[config.mk]
export PLATFORM = sky130hd
export DESIGN_NAME = cpu_program_loader_flat
export DESIGN_NICKNAME = d
export VERILOG_FILES = /design/src/rtl/cpu_program_loader_if.sv /design/src/rtl/cpu_program_loader.sv /design/src/flat_wrapper.sv
export SDC_FILE = /design/constraint.sdc
export NUM_CORES = 1
export LEC_CHECK = 0
export CAP_MARGIN = 20
export CORE_ASPECT_RATIO = 0.5
export CORE_MARGIN = 2
export CORE_UTILIZATION = 49
export DETAILED_ROUTE_END_ITERATION = 8
export GPL_ROUTABILITY_DRIVEN = 0
export HOLD_SLACK_MARGIN = 0.03
export PLACE_DENSITY = 0.71
export SLEW_MARGIN = 5
export SYNTH_ARGS = -nofsm -noshare
export SYNTH_HDL_FRONTEND = slang
export SYNTH_SLANG_ARGS = --single-unit
[constraint.sdc]
create_clock -name clk -period 4.6 [get_ports clk]
set_input_delay 0.92 -clock clk [delete_from_list [all_inputs] [get_ports clk]]
set_output_delay 0.92 -clock clk [all_outputs]
set_load 0.005 [all_outputs]
[src/rtl/cpu_program_loader_if.sv]
// cpu_program_loader_if
//   Program-memory write port plus loader status, driven by the loader
//   (master) and consumed by the CPU top / program memory (slave).
//   prog_address : word address of the current write
//   prog_data    : 12-bit instruction word
//   prog_wren    : one-cycle write strobe per word
//   cpu_hold     : keeps the CPU in reset while a load is in progress
//   load_done    : one-cycle pulse when an image is accepted
//   load_error   : sticky error flag, cleared by the next sync byte
interface cpu_program_loader_if #(
  parameter int ADDR_WIDTH = 8
);
  logic [ADDR_WIDTH-1:0] prog_address;
  logic [11:0]           prog_data;
  logic                  prog_wren;
  logic                  cpu_hold;
  logic                  load_done;
  logic                  load_error;

  modport master (
    output prog_address, prog_data, prog_wren, cpu_hold, load_done, load_error
  );

  modport slave (
    input prog_address, prog_data, prog_wren, cpu_hold, load_done, load_error
  );
endinterface

[src/rtl/cpu_program_loader.sv]
// cpu_program_loader
//   UART (8N1) boot loader feeding the CPU program memory write port.
//   Frame: A5, N, {LO, HI} x (N+1), SUM  where word = {HI[3:0], LO} and
//   SUM = (N + all LO/HI bytes) mod 256.
// Ports
//   clk  : system clock
//   rst  : synchronous active-high reset
//   rx   : asynchronous UART line, idles high
//   prog : program memory write port and status (master side)
//
// Receiver states
//   RX_IDLE   | waiting for a falling edge on the synchronised line
//   RX_START  | counting to the middle of the start bit, glitch check
//   RX_DATA   | sampling 8 data bits LSB-first
//   RX_STOP   | sampling the stop bit, emits byte_valid or framing_err
// Protocol states
//   WAIT_SYNC | idle, looking for the 0xA5 sync byte
//   GET_COUNT | next byte is word count minus one
//   GET_LO    | next byte is data[7:0]
//   GET_HI    | next byte is {4'h0, data[11:8]}, word written on accept
//   GET_SUM   | next byte is the 8-bit checksum
module cpu_program_loader #(
  parameter int CLKS_PER_BIT = 434,
  parameter int ADDR_WIDTH   = 8,
  parameter int TIMEOUT_CLKS = 5000000
) (
  input  logic                 clk,
  input  logic                 rst,
  input  logic                 rx,
  cpu_program_loader_if.master prog
);
  localparam int BW = $clog2(CLKS_PER_BIT);
  localparam int TW = $clog2(TIMEOUT_CLKS + 1);
  localparam logic [BW-1:0] HALF_LOAD = BW'(CLKS_PER_BIT / 2 - 1);
  localparam logic [BW-1:0] BIT_LOAD  = BW'(CLKS_PER_BIT - 1);
  localparam logic [TW-1:0] TMO_LOAD  = TW'(TIMEOUT_CLKS - 1);

  typedef enum logic [1:0] {RX_IDLE, RX_START, RX_DATA, RX_STOP} rx_state_t;
  typedef enum logic [2:0] {WAIT_SYNC, GET_COUNT, GET_LO, GET_HI, GET_SUM} p_state_t;

  // ---------------- byte receiver ----------------
  rx_state_t rx_state, rx_state_nxt;
  logic rx_meta, rx_sync, rx_prev;
  logic [BW-1:0] bit_cnt, bit_cnt_nxt;
  logic [2:0] bit_idx, bit_idx_nxt;
  logic [7:0] rx_shift, rx_shift_nxt;
  logic byte_valid, byte_valid_nxt;
  logic framing_err, framing_err_nxt;

  always_ff @(posedge clk) begin
    if (rst) begin
      rx_meta     <= 1'b1;
      rx_sync     <= 1'b1;
      rx_prev     <= 1'b1;
      rx_state    <= RX_IDLE;
      bit_cnt     <= '0;
      bit_idx     <= '0;
      rx_shift    <= '0;
      byte_valid  <= 1'b0;
      framing_err <= 1'b0;
    end else begin
      rx_meta     <= rx;
      rx_sync     <= rx_meta;
      rx_prev     <= rx_sync;
      rx_state    <= rx_state_nxt;
      bit_cnt     <= bit_cnt_nxt;
      bit_idx     <= bit_idx_nxt;
      rx_shift    <= rx_shift_nxt;
      byte_valid  <= byte_valid_nxt;
      framing_err <= framing_err_nxt;
    end
  end

  always_comb begin
    rx_state_nxt    = rx_state;
    bit_cnt_nxt     = bit_cnt;
    bit_idx_nxt     = bit_idx;
    rx_shift_nxt    = rx_shift;
    byte_valid_nxt  = 1'b0;
    framing_err_nxt = 1'b0;
    case (rx_state)
      RX_IDLE: begin
        if (rx_prev && !rx_sync) begin
          rx_state_nxt = RX_START;
          bit_cnt_nxt  = HALF_LOAD;
        end
      end
      RX_START: begin
        if (bit_cnt != '0) begin
          bit_cnt_nxt = bit_cnt - 1'b1;
        end else if (rx_sync) begin
          rx_state_nxt = RX_IDLE;
        end else begin
          rx_state_nxt = RX_DATA;
          bit_cnt_nxt  = BIT_LOAD;
          bit_idx_nxt  = '0;
        end
      end
      RX_DATA: begin
        if (bit_cnt != '0) begin
          bit_cnt_nxt = bit_cnt - 1'b1;
        end else begin
          rx_shift_nxt = {rx_sync, rx_shift[7:1]};
          bit_cnt_nxt  = BIT_LOAD;
          if (bit_idx == 3'd7) rx_state_nxt = RX_STOP;
          else                 bit_idx_nxt  = bit_idx + 1'b1;
        end
      end
      RX_STOP: begin
        if (bit_cnt != '0) begin
          bit_cnt_nxt = bit_cnt - 1'b1;
        end else begin
          // Returning to idle at mid-stop lets a back-to-back start edge be seen.
          rx_state_nxt    = RX_IDLE;
          byte_valid_nxt  = rx_sync;
          framing_err_nxt = !rx_sync;
        end
      end
      default: rx_state_nxt = RX_IDLE;
    endcase
  end

  // ---------------- protocol ----------------
  p_state_t p_state, p_state_nxt;
  logic [7:0] sum, sum_nxt;
  logic [7:0] words_left, words_left_nxt;
  logic [7:0] data_lo, data_lo_nxt;
  logic [TW-1:0] tmo_cnt;
  logic [ADDR_WIDTH-1:0] addr_q, addr_nxt;
  logic [11:0] data_q, data_nxt;
  logic wren_q, wren_nxt;
  logic hold_q, hold_nxt;
  logic done_q, done_nxt;
  logic err_q, err_nxt;
  logic abort;

  always_ff @(posedge clk) begin
    if (rst) begin
      p_state    <= WAIT_SYNC;
      sum        <= '0;
      words_left <= '0;
      data_lo    <= '0;
      addr_q     <= '0;
      data_q     <= '0;
      wren_q     <= 1'b0;
      hold_q     <= 1'b0;
      done_q     <= 1'b0;
      err_q      <= 1'b0;
    end else begin
      p_state    <= p_state_nxt;
      sum        <= sum_nxt;
      words_left <= words_left_nxt;
      data_lo    <= data_lo_nxt;
      addr_q     <= addr_nxt;
      data_q     <= data_nxt;
      wren_q     <= wren_nxt;
      hold_q     <= hold_nxt;
      done_q     <= done_nxt;
      err_q      <= err_nxt;
    end
  end

  // Inter-byte gap timer: reloads on every accepted byte and while idle.
  always_ff @(posedge clk) begin
    if (rst || p_state == WAIT_SYNC || byte_valid) tmo_cnt <= TMO_LOAD;
    else if (tmo_cnt != '0)                          tmo_cnt <= tmo_cnt - 1'b1;
  end

  always_comb begin
    p_state_nxt    = p_state;
    sum_nxt        = sum;
    words_left_nxt = words_left;
    data_lo_nxt    = data_lo;
    addr_nxt       = wren_q ? addr_q + 1'b1 : addr_q;
    data_nxt       = data_q;
    wren_nxt       = 1'b0;
    hold_nxt       = hold_q;
    done_nxt       = 1'b0;
    err_nxt        = err_q;
    abort          = 1'b0;
    case (p_state)
      WAIT_SYNC: begin
        if (byte_valid && rx_shift == 8'hA5) begin
          p_state_nxt = GET_COUNT;
          hold_nxt    = 1'b1;
          err_nxt     = 1'b0;
          addr_nxt    = '0;
          sum_nxt     = '0;
        end
      end
      GET_COUNT: begin
        if (byte_valid) begin
          words_left_nxt = rx_shift;
          sum_nxt        = rx_shift;
          p_state_nxt    = GET_LO;
        end
      end
      GET_LO: begin
        if (byte_valid) begin
          data_lo_nxt = rx_shift;
          sum_nxt     = sum + rx_shift;
          p_state_nxt = GET_HI;
        end
      end
      GET_HI: begin
        if (byte_valid) begin
          if (rx_shift[7:4] != 4'h0) begin
            abort = 1'b1;
          end else begin
            data_nxt = {rx_shift[3:0], data_lo};
            sum_nxt  = sum + rx_shift;
            wren_nxt = 1'b1;
            // words_left holds the count of words still to come after this one.
            if (words_left == 8'd0) begin
              p_state_nxt = GET_SUM;
            end else begin
              words_left_nxt = words_left - 1'b1;
              p_state_nxt    = GET_LO;
            end
          end
        end
      end
      GET_SUM: begin
        if (byte_valid) begin
          if (rx_shift == sum) begin
            done_nxt    = 1'b1;
            hold_nxt    = 1'b0;
            p_state_nxt = WAIT_SYNC;
          end else begin
            abort = 1'b1;
          end
        end
      end
      default: p_state_nxt = WAIT_SYNC;
    endcase
    if (p_state != WAIT_SYNC && (framing_err || (!byte_valid && tmo_cnt == '0)))
      abort = 1'b1;
    if (abort) begin
      err_nxt     = 1'b1;
      hold_nxt    = 1'b1;
      wren_nxt    = 1'b0;
      p_state_nxt = WAIT_SYNC;
    end
  end

  assign prog.prog_address = addr_q;
  assign prog.prog_data    = data_q;
  assign prog.prog_wren    = wren_q;
  assign prog.cpu_hold     = hold_q;
  assign prog.load_done    = done_q;
  assign prog.load_error   = err_q;
endmodule

[src/flat_wrapper.sv]
// flat-port wrapper written by rule: the top's interface ports become plain ports
module cpu_program_loader_flat 
#(
  parameter int CLKS_PER_BIT = 434,
  parameter int ADDR_WIDTH   = 8,
  parameter int TIMEOUT_CLKS = 5000000
)
  (clk, rst, rx, prog_prog_address, prog_prog_data, prog_prog_wren, prog_cpu_hold, prog_load_done, prog_load_error);
  cpu_program_loader_if #(.ADDR_WIDTH(ADDR_WIDTH)) prog_i ();
  input  logic clk;
  input  logic rst;
  input  logic rx;
  output wire logic [$bits(prog_i.prog_address)-1:0] prog_prog_address;
  output wire logic [$bits(prog_i.prog_data)-1:0] prog_prog_data;
  output wire logic [$bits(prog_i.prog_wren)-1:0] prog_prog_wren;
  output wire logic [$bits(prog_i.cpu_hold)-1:0] prog_cpu_hold;
  output wire logic [$bits(prog_i.load_done)-1:0] prog_load_done;
  output wire logic [$bits(prog_i.load_error)-1:0] prog_load_error;
  assign prog_prog_address = prog_i.prog_address;
  assign prog_prog_data = prog_i.prog_data;
  assign prog_prog_wren = prog_i.prog_wren;
  assign prog_cpu_hold = prog_i.cpu_hold;
  assign prog_load_done = prog_i.load_done;
  assign prog_load_error = prog_i.load_error;
  cpu_program_loader #(.CLKS_PER_BIT(CLKS_PER_BIT), .ADDR_WIDTH(ADDR_WIDTH), .TIMEOUT_CLKS(TIMEOUT_CLKS)) u_core (.clk(clk), .rst(rst), .rx(rx), .prog(prog_i));
endmodule
==> metrics, run 1 <==
run status complete, no violations; critical-path cell with the highest stage delay or4_1; final routed wire length divided by cell count 14.8 um; first-pass GRT wire length 20.1 mm; Period minus WS final 2.61 ns; gate family responsible for the most delay along the worst path simple AND/OR/NAND/NOR gates; FFs w/ async S/R, synth 0; top post-synthesis cells by area dfxtp_1, nor2_1, a21oi_1; diode insertion count for antenna repair 0; data arrival time of the worst path around 2.8 ns; Setup crit end kind flip-flop; met3 usage in global routing 0.0506; overall die width between 100 and 150 um; Die Footprint roughly 0.011 mm^2; post-route ant nets 0; fin cells 785; sort of element at the start of the critical path flip-flop; most instantiated flip-flop cell in the synthesis netlist dfxtp_1; setup repair after global routing missed its margin no; Clock Tree Buf Depth 2; Synth Warn # 0; Crit path largest cell delay about 0.64 ns; type of the worst setup path reg -> reg; share of synthesized cell area in full adder, half adder and majority cells 0.0472; number of clock sinks 101; global-route track usage on met1 0.290; GR Layer Usage met2 0.339; minimum hold slack 0.409 ns; row count 26; share of Yosys cell area claimed by the top area cell type 0.389; Synth cell types 61; Worst Setup Slack post-DPL 1.77 ns; cell with the most instances after synthesis dfxtp_1; number of design rule violations left after detail routing 0; Post-CTS Setup Repair Bufs 0; Core Area 0.0102 mm^2; max-cap viol count 0; number of I/O port buffers 26; static leakage 2.04 nW; Slew Limit Fails 0; Critical Path Fanout Max 11; post-synthesis register bit count 101; clock latency on the worst-skew pair 0.34 ns; part of the Yosys area used for sequential elements 0.389; complex-gate fraction of the synthesized area 0.187; vias per cell 5.90; sum of net half-perimeters after detailed placement approximately 7.9 mm; via count roughly 4,600; Final Util 0.566; TritonCTS clock tree built; total gr overflow 0; Max VDD drop approximately 0.23 mV; final clock skew 0.00704 ns; EDFF count, synth 0; total of cells resized after clock tree synthesis 0; power density over cell area 314 mW/mm^2; number of H-tree branching levels 3; DP Area 0.00552 mm^2; TNS Setup 0 ns; syn nets 654; simple-gate portion of the synthesized area 0.271; initial core utilization 0.507; worst min path class reg -> reg; cell seen most often among critical-path stages or4_1; highest attainable clock frequency 0.383 GHz; synthesis-to-finish area growth 11.7%; critical path data required time 4.82 ns; library cell occupying the most area in the post-synthesis netlist dfxtp_1; final number of hold-violating endpoints 0; actual transition at the worst max-transition pin 0.757 ns; gr usage total 0.214; number of global-route vias before repair 4,238; overall routed net length 11.6 mm; Most Used Layer, Global Route met2; max_slew headroom 0.494; post-route clock period utilization 0.568; syn avg cell area 8.22 um^2; post-layout power 1.82 mW; hold bufs inserted after CTS 0; vertical extent of the die 76.8 um; clock slew at the register clock pins of the worst setup and hold paths 0.07 ns; fraction of synthesized cell area in xor and xnor cells 0.0219; pin count of the biggest net entering global routing 39; area of all placed cells without fillers 0.00580 mm^2; number of setup violations in the final report 0; Post-Syn Instances 632; clock root buffer clkbuf_16; starting DRC count in detailed routing 190; total iterations of the first detailed-routing run 5; post-route worst setup slack 1.99 ns; number of antenna violations at the first check in global routing 0; worst-path cell chain or4_1, or2_1, nor3_1, clkbuf_2, or4_1, a21oi_1; layout cell share with drive strength beyond 1 0.0543; share of synthesized area spent on multiplexers 0.0405; Post-layout nets 662; ranking of synthesized cells by instance count dfxtp_1, nor2_1, nand2_1; Placed Instances 766; synthesized cell area 0.00520 mm^2; CP Buf/Inv Count 1; num ports 27; CTS Buf Count 9; combinational family with the most area after synthesis simple AND/OR/NAND/NOR gates
## report_power, final
group	internal, mW	switching (mW)	leakage (nW)	total [mW]
registers	0.889	0.0185	0.815	0.908
clock network	0.382	0.314	0.130	0.696
logic	0.0756	0.141	1.09	0.217
## per-layer routing
| metal | share of wire | vias to the layer above |
|---|---|---|
| met2 | 0.46 | 97 |
| met3 | 0.045 | 13 |
| met5 | 0 | - |
| met4 | 0.012 | 0 |
| met1 | 0.49 | 2180 |
| li1 | - | 2344 |
## kinds of logic after synthesis
| kind of cell | count (synthesis) |
|---|---|
| xor gates and xnor gates | 13 |
| and+or+nand+nor | 269 |
| muxes | 21 |
| adders and majority gates | 19 |
| buffers and inverters | 57 |
| DFF | 101 |
| AOI/OAI and AO/OA | 152 |
## worst paths after layout
check	start	endpoint	slack [ns]	cells past startpoint
max reg2reg	u_core.tmo_cnt[4]	u_core.tmo_cnt[21]	1.99	6
min reg2reg	u_core.rx_meta	u_core.rx_sync	0.41	1
min	u_core.rx_meta	u_core.rx_sync	0.41	1
max	u_core.tmo_cnt[4]	u_core.tmo_cnt[21]	1.99	6
## placed cells by master (no fill, tap or decap), drive strengths merged, types with 13 or more instances in the layout
| cell | instances |
|---|---|
| nand3 | 17 |
| inv | 20 |
| or3 | 13 |
| dfxtp | 101 |
| nor2 | 66 |
| or4 | 13 |
| nand2 | 55 |
| nor3 | 24 |
| o21ai | 34 |
| a21oi | 48 |
| clkbuf | 16 |
| clkdlybuf4s50 | 25 |
| ha | 18 |
| mux2i | 21 |
## layout make-up
type	count	area, um^2
fill	961	4450
multi-input combinational	474	2950
sequential	101	2020
timing repair buffer	34	308
clock buffer	13	250
tap	140	175
inverter	20	75.1
clock inverter	3	21.3
## flip-flops by register name, indices dropped and copies added (netlist names), 3 cells and up, named ones only
signal and flops:
u_core.rx_shift 8, u_core.tmo_cnt 23, u_core.sum 8, u_core.p_state 3, u_core.bit_cnt 9, u_core.words_left 8
u_core.prog.prog_data 12, u_core.data_lo 8, u_core.prog.prog_address 8, u_core.bit_idx 3
Note: power is estimated with default switching activity, not from simulation.
==> run 2, diff against run 1 <==
Settings changed: PLACE_DENSITY 0.71 to 0.74.
Clock period 4.6 ns to 2.2 ns, I/O delays scaled along.
==> run 2 against run 1 <==
  * Setup slack worse by 2.0 ns
  * Die area unchanged
  * Fmax up 20%
  * Clock power up 120%
  * Global-route usage up 0.77 points
  * Sequential power up 110%
  * Routed wire length up 7.5%
  * Final cell count up 5.6%
  * Worst hold slack better by 0.0022 ns
  * Utilization up 4.4 points
  * Highest routed layer unchanged
  * Combinational power up 130%
  * Sequential cell count unchanged
  * Largest cell class unchanged
  * Largest power group unchanged
==> metrics, run 2 (same netlist as run 1, synthesis figures left out) <==
Period minus WS final 2.18 ns (-0.436 ns); most common cell after layout, fill and taps aside dfxtp_1; max_slew headroom 0.601 (+0.107); first-pass GRT wire length 20.8 mm (+3.3%); num ports 27 (unchanged); Clock Tree Buf Depth 2 (unchanged); R2R cell count 5 (-1); CTS Buf Count 9 (unchanged); Setup crit end kind flip-flop; gr usage total 0.221 (+0.00772); setup repair after global routing missed its margin yes; number of design rule violations left after detail routing 0 (unchanged); max-cap viol count 0 (unchanged); critical path data required time 2.48 ns (-2.34 ns); diode insertion count for antenna repair 0 (unchanged); number of global-route vias before repair 4,425 (+4.4%); total gr overflow 0 (unchanged); startpoint of the most critical hold path u_core.rx_meta; hold bufs inserted after CTS 0 (unchanged); slack of the worst reg-to-reg path 0.02 ns (-1.96 ns); overall die width 150 um (unchanged); fin cells 829 (+5.6%); Die Footprint 0.0115 mm^2 (unchanged); most frequent cells in the layout dfxtp_1, nor2_1, nand2_1; final clock skew 0.00661 ns (-0.000429 ns); type of the worst setup path reg -> reg; number of H-tree branching levels 3 (unchanged); endpoint of the worst hold path u_core.rx_sync; area of all placed cells without fillers 0.00625 mm^2 (+7.7%); Critical Path Fanout Max 4 (-7); run status complete, no violations; worst-path cell chain or3_4, or4_4, or4_4, or3_1, a21oi_1; worst hold path stage count 1 (unchanged); Final Util 0.610 (+0.0438); number of setup violations in the final report 0 (unchanged); actual transition at the worst max-transition pin 0.592 ns (-0.164 ns); data arrival time of the worst path 2.45 ns (-0.38 ns); Core Area 0.0102 mm^2 (unchanged); sum of net half-perimeters after detailed placement 8.49 mm (+7.7%); layout cell share with drive strength beyond 1 0.139 (+0.0851); Placed Instances 808 (+5.5%); register bank with the most flops u_core.tmo_cnt; met3 usage in global routing 0.0542 (+0.00357); static leakage 2.29 nW (+13%); start point of the critical path u_core.tmo_cnt[13]; number of antenna violations at the first check in global routing 0 (unchanged); initial core utilization 0.507 (unchanged); critical-path cell with the highest stage delay or4_4; synthesis-to-finish area growth 20.3%; Reg-to-Reg End u_core.tmo_cnt[20]; final number of hold-violating endpoints 0 (unchanged); power density over cell area 623 mW/mm^2 (+98%); vertical extent of the die 76.8 um (unchanged); overall routed net length 12.5 mm (+7.5%); cell seen most often among critical-path stages or4_4; clock latency on the worst-skew pair 0.35 ns (about the same); number of fillers in the final layout 897 (-6.7%); post-route ant nets 0 (unchanged); post-route clock period utilization 0.990 (+0.422); via count 4,866 (+5.0%); Most Used Layer, Global Route met2; multi-input logic area 0.00304 mm^2 (+2.9%); row count 26 (unchanged); DP Area 0.00586 mm^2 (+6.2%); Max VDD drop 0.361 mV (+58%); sort of element at the start of the critical path flip-flop; number of clock sinks 101 (unchanged); highest attainable clock frequency 0.459 GHz (+20%); TritonCTS clock tree built; clock root buffer clkbuf_16; area occupied by registers 0.00202 mm^2 (+0.12%); final routed wire length divided by cell count 15.1 um (+1.8%); startpoint of the worst-slack reg-to-reg timing path u_core.tmo_cnt[13]; TNS Setup 0 ns (unchanged); flip-flop count of the largest register after layout 23 (unchanged); global-route track usage on met1 0.288 (-0.00183); worst min path class reg -> reg; starting DRC count in detailed routing 280 (+47%); Crit path largest cell delay 0.50 ns (-0.14 ns); vias per cell 5.87 (-0.57%); total iterations of the first detailed-routing run 4 (-1); post-layout power 3.89 mW (+110%); number of I/O port buffers 26 (unchanged); Slew Limit Fails 0 (unchanged); GR Layer Usage met2 0.361 (+0.0220); Post-layout nets 706 (+6.6%); pin count of the biggest net entering global routing 73 (+87%); clock slew at the register clock pins of the worst setup and hold paths 0.07 ns (about the same)
## run 2: area by class of cell
type / count / area share
Clock buffer: 13 / 0.0416
Tap cell: 140 / 0.0280
Inverter: 20 / 0.0120
Clock inverter: 3 / 0.00320
Sequential cell: 101 / 0.324
Multi-Input combinational cell: 474 / 0.486
Timing Repair Buffer: 78 / 0.105
## run 2: worst max-delay path: cells and delay by family, from the launching register on
kind,cells,cell delay (ns)
simple gates,4,1.67
flops,1,0.33
compound gates,1,0.12
## run 2: worst max path at each step
| stage | slack (ns) | cells past startpoint | to |
|---|---|---|---|
| 2_1_floorplan | -0.05 | 7 | u_core.tmo_cnt[20] |
| 6_report | 0.02 | 5 | u_core.tmo_cnt[20] |
| 4_1_cts | 0.02 | 5 | u_core.tmo_cnt[20] |
| 5_1_grt | -0.03 | 7 | u_core.tmo_cnt[20] |
| 3_3_place_gp | 0.07 | 5 | u_core.tmo_cnt[20] |
| 3_5_place_dp | 0.05 | 5 | u_core.tmo_cnt[20] |
## run 2: per-stage QoR
stage	setup slack, ns	hold slack [ns]
finish	0.0229	0.411
global route	-0.0308	0.427
CTS	0.0178	0.412
detailed placement	0.0483	0.397
global placement	0.0684	0.393
floorplan	-0.0511	0.389
## run 2: layer usage
metal,share of wire,vias up,routed length (um)
met2,0.47,115,5850
met5,0,-,0
met4,0.011,0,141
li1,-,2423,-
met3,0.050,14,622
met1,0.47,2314,5890
## run 2: what timing repair did
item                       in CTS  in global routing
buffers inserted                0                  4
setup endpoints to repair       1                 30
gates cloned                    0                  1
gates resized for setup         1                 18
pin swaps                       0                  2
## run 2: power breakdown
part / internal (mW) / leakage (nW) / switching (mW)
Clock: 0.828 / 0.132 / 0.670
Combinational: 0.190 / 1.34 / 0.301
Sequential: 1.86 / 0.815 / 0.0436
Total: 2.88 / 2.29 / 1.01
==> run 3, diff against run 2 <==
==> constraint.sdc (replaced) <==
create_clock -name clk -period 2.2 [get_ports clk]
set_input_delay 0.44 -clock clk [delete_from_list [all_inputs] [get_ports clk]]
set_output_delay 0.44 -clock clk [all_outputs]
set_load 0.1 [all_outputs]
==> run 3 against run 2 <==
  * Clock power rose by 17%
  * First-iteration DRC count stayed put
  * Setup slack better by 0.013 ns
  * Fmax increased by 0.59%
  * Non-clock buffer count is 2 lower
  * Sequential cell count did not move
  * Final cell count down 0.36%
  * Register-to-register slack about the same
  * Routed wire length is 0.10% higher
  * Cell area shrank 0.34%
  * Die area unchanged
  * Critical endpoint unchanged
==> metrics, run 3 (same netlist as run 1, synthesis figures left out) <==
static leakage 2.35 nW (+2.5%); cell seen most often among critical-path stages or4_4; GR Layer Usage met2 0.370 (+0.00872); total iterations of the first detailed-routing run 5 (+1); met3 usage in global routing 0.0530 (-0.00119); run status complete, no violations; worst hold path stage count 1 (unchanged); number of design rule violations left after detail routing 0 (unchanged); overall routed net length 12.5 mm (+0.10%); clock slew at the register clock pins of the worst setup and hold paths 0.07 ns (about the same); Most Used Layer, Global Route met2; layout cell share with drive strength beyond 1 0.176 (+0.0371); overall die width 150 um (unchanged); vertical extent of the die 76.8 um (unchanged); vias per cell 5.85 (-0.28%); Setup crit end kind flip-flop; number of setup violations in the final report 0 (unchanged); type of the worst setup path reg -> reg; Max VDD drop 0.396 mV (+9.4%); R2R cell count 5 (unchanged); total gr overflow 0 (unchanged); clock latency on the worst-skew pair 0.34 ns (about the same); Slew Limit Fails 0 (unchanged); Clock Tree Buf Depth 2 (unchanged); minimum hold slack 0.415 ns (+0.00400 ns); via count 4,835 (-0.64%); highest attainable clock frequency 0.462 GHz (+0.59%); most frequent cells in the layout dfxtp_1, buf_4, nor2_1; number of H-tree branching levels 3 (unchanged); sort of element at the start of the critical path flip-flop; global-route track usage on met1 0.294 (+0.00563); first-pass GRT wire length 21.3 mm (+2.5%); Critical Path Fanout Max 2 (-2); worst min path class reg -> reg; gr usage total 0.226 (+0.00493); post-route clock period utilization 0.984 (-0.00579); max_slew headroom 0.587 (-0.0143); power density over cell area 668 mW/mm^2 (+7.2%); clock root buffer clkbuf_16; Crit path largest cell delay 0.49 ns (about the same); data arrival time of the worst path 2.44 ns (about the same); CTS Buf Count 9 (unchanged); register bank with the most flops u_core.tmo_cnt; TNS Setup 0 ns (unchanged); max-cap viol count 0 (unchanged); starting DRC count in detailed routing 280 (unchanged); Die Footprint 0.0115 mm^2 (unchanged); final clock skew 0.00829 ns (+0.00168 ns); synthesis-to-finish area growth 19.9%; most common cell after layout, fill and taps aside dfxtp_1; number of clock sinks 101 (unchanged); critical path data required time 2.48 ns (about the same); Period minus WS final 2.16 ns (-0.0127 ns); num ports 27 (unchanged); number of antenna violations at the first check in global routing 0 (unchanged); actual transition at the worst max-transition pin 0.613 ns (+0.0212 ns); number of global-route vias before repair 4,478 (+1.2%); flip-flop count of the largest register after layout 23 (unchanged); initial core utilization 0.507 (unchanged); TritonCTS clock tree built; Core Area 0.0102 mm^2 (unchanged); number of I/O port buffers 26 (unchanged); worst-path cell chain or3_4, or4_4, or4_4, or3_1, a21oi_1; final number of hold-violating endpoints 0 (unchanged); Post-layout nets 704 (-0.28%); diode insertion count for antenna repair 0 (unchanged); post-route ant nets 0 (unchanged); DP Area 0.00580 mm^2 (-0.90%); row count 26 (unchanged); sum of net half-perimeters after detailed placement 8.52 mm (+0.41%); final routed wire length divided by cell count 15.2 um (+0.47%); Placed Instances 809 (+0.12%); critical-path cell with the highest stage delay or4_4; pin count of the biggest net entering global routing 73 (unchanged); area of all placed cells without fillers 0.00623 mm^2 (-0.34%); fin cells 826 (-0.36%)
[run 3: cell types whose count changed in the layout (fill, tap and decap cells not counted), sizes merged]
cell	change
buf	+22
bufinv	+2
clkbuf	-1
clkdlybuf4s50	-24
clkinv	-1
clkinvlp	-1
[run 3: what timing repair did]
item / CTS / global route
buffers inserted: 0 / 1
hold buffers: 0 / 0
gates resized for setup: 0 / 20
setup endpoints to repair: 0 / 28
[run 3: layout make-up]
| class | count | area, um^2 |
|---|---|---|
| clock buffers | 12 | 267 |
| clock inverters | 3 | 67.6 |
| fillers | 904 | 4020 |
| inverters | 20 | 75.1 |
| multi-input cells | 474 | 3040 |
| flip-flops and latches | 101 | 2020 |
| well taps | 140 | 175 |
| repair buffers | 76 | 584 |
[run 3: worst max-delay path: cells and delay by family (launching register included)]
kind,cells,cell delay [ns]
simple gates,4,1.66
flops,1,0.32
compound gates,1,0.12
[run 3: worst paths after layout]
kind | slack (ns) | to | start
worst min-delay path | 0.42 | u_core.rx_sync | u_core.rx_meta
worst max-delay path | 0.04 | u_core.tmo_cnt[20] | u_core.tmo_cnt[12]
worst min register to register | 0.42 | u_core.rx_sync | u_core.rx_meta
worst max register to register | 0.04 | u_core.tmo_cnt[20] | u_core.tmo_cnt[12]
[run 3: per-layer routing]
layer  share of wire  wire length [um]
met1            0.48              6000
met2            0.46              5760
met3           0.046               575
met4           0.014               180
met5               0                 0
[run 3: through the flow]
stage                     power, mW  utilization  setup slack [ns]
after floorplan                2.29            -           -0.0511
after global placement         2.41        0.566            0.0676
after detailed placement       2.43        0.566            0.0458
after CTS                      4.18        0.599            0.0295
after global routing           4.33        0.608         -0.000801
final                          4.16        0.608            0.0356
[run 3: power breakdown]
part,switching (mW),leakage (nW),internal [mW]
registers,0.0450,0.815,1.86
logic,0.306,1.37,0.190
clock network,0.675,0.161,1.08
total,1.03,2.35,3.13
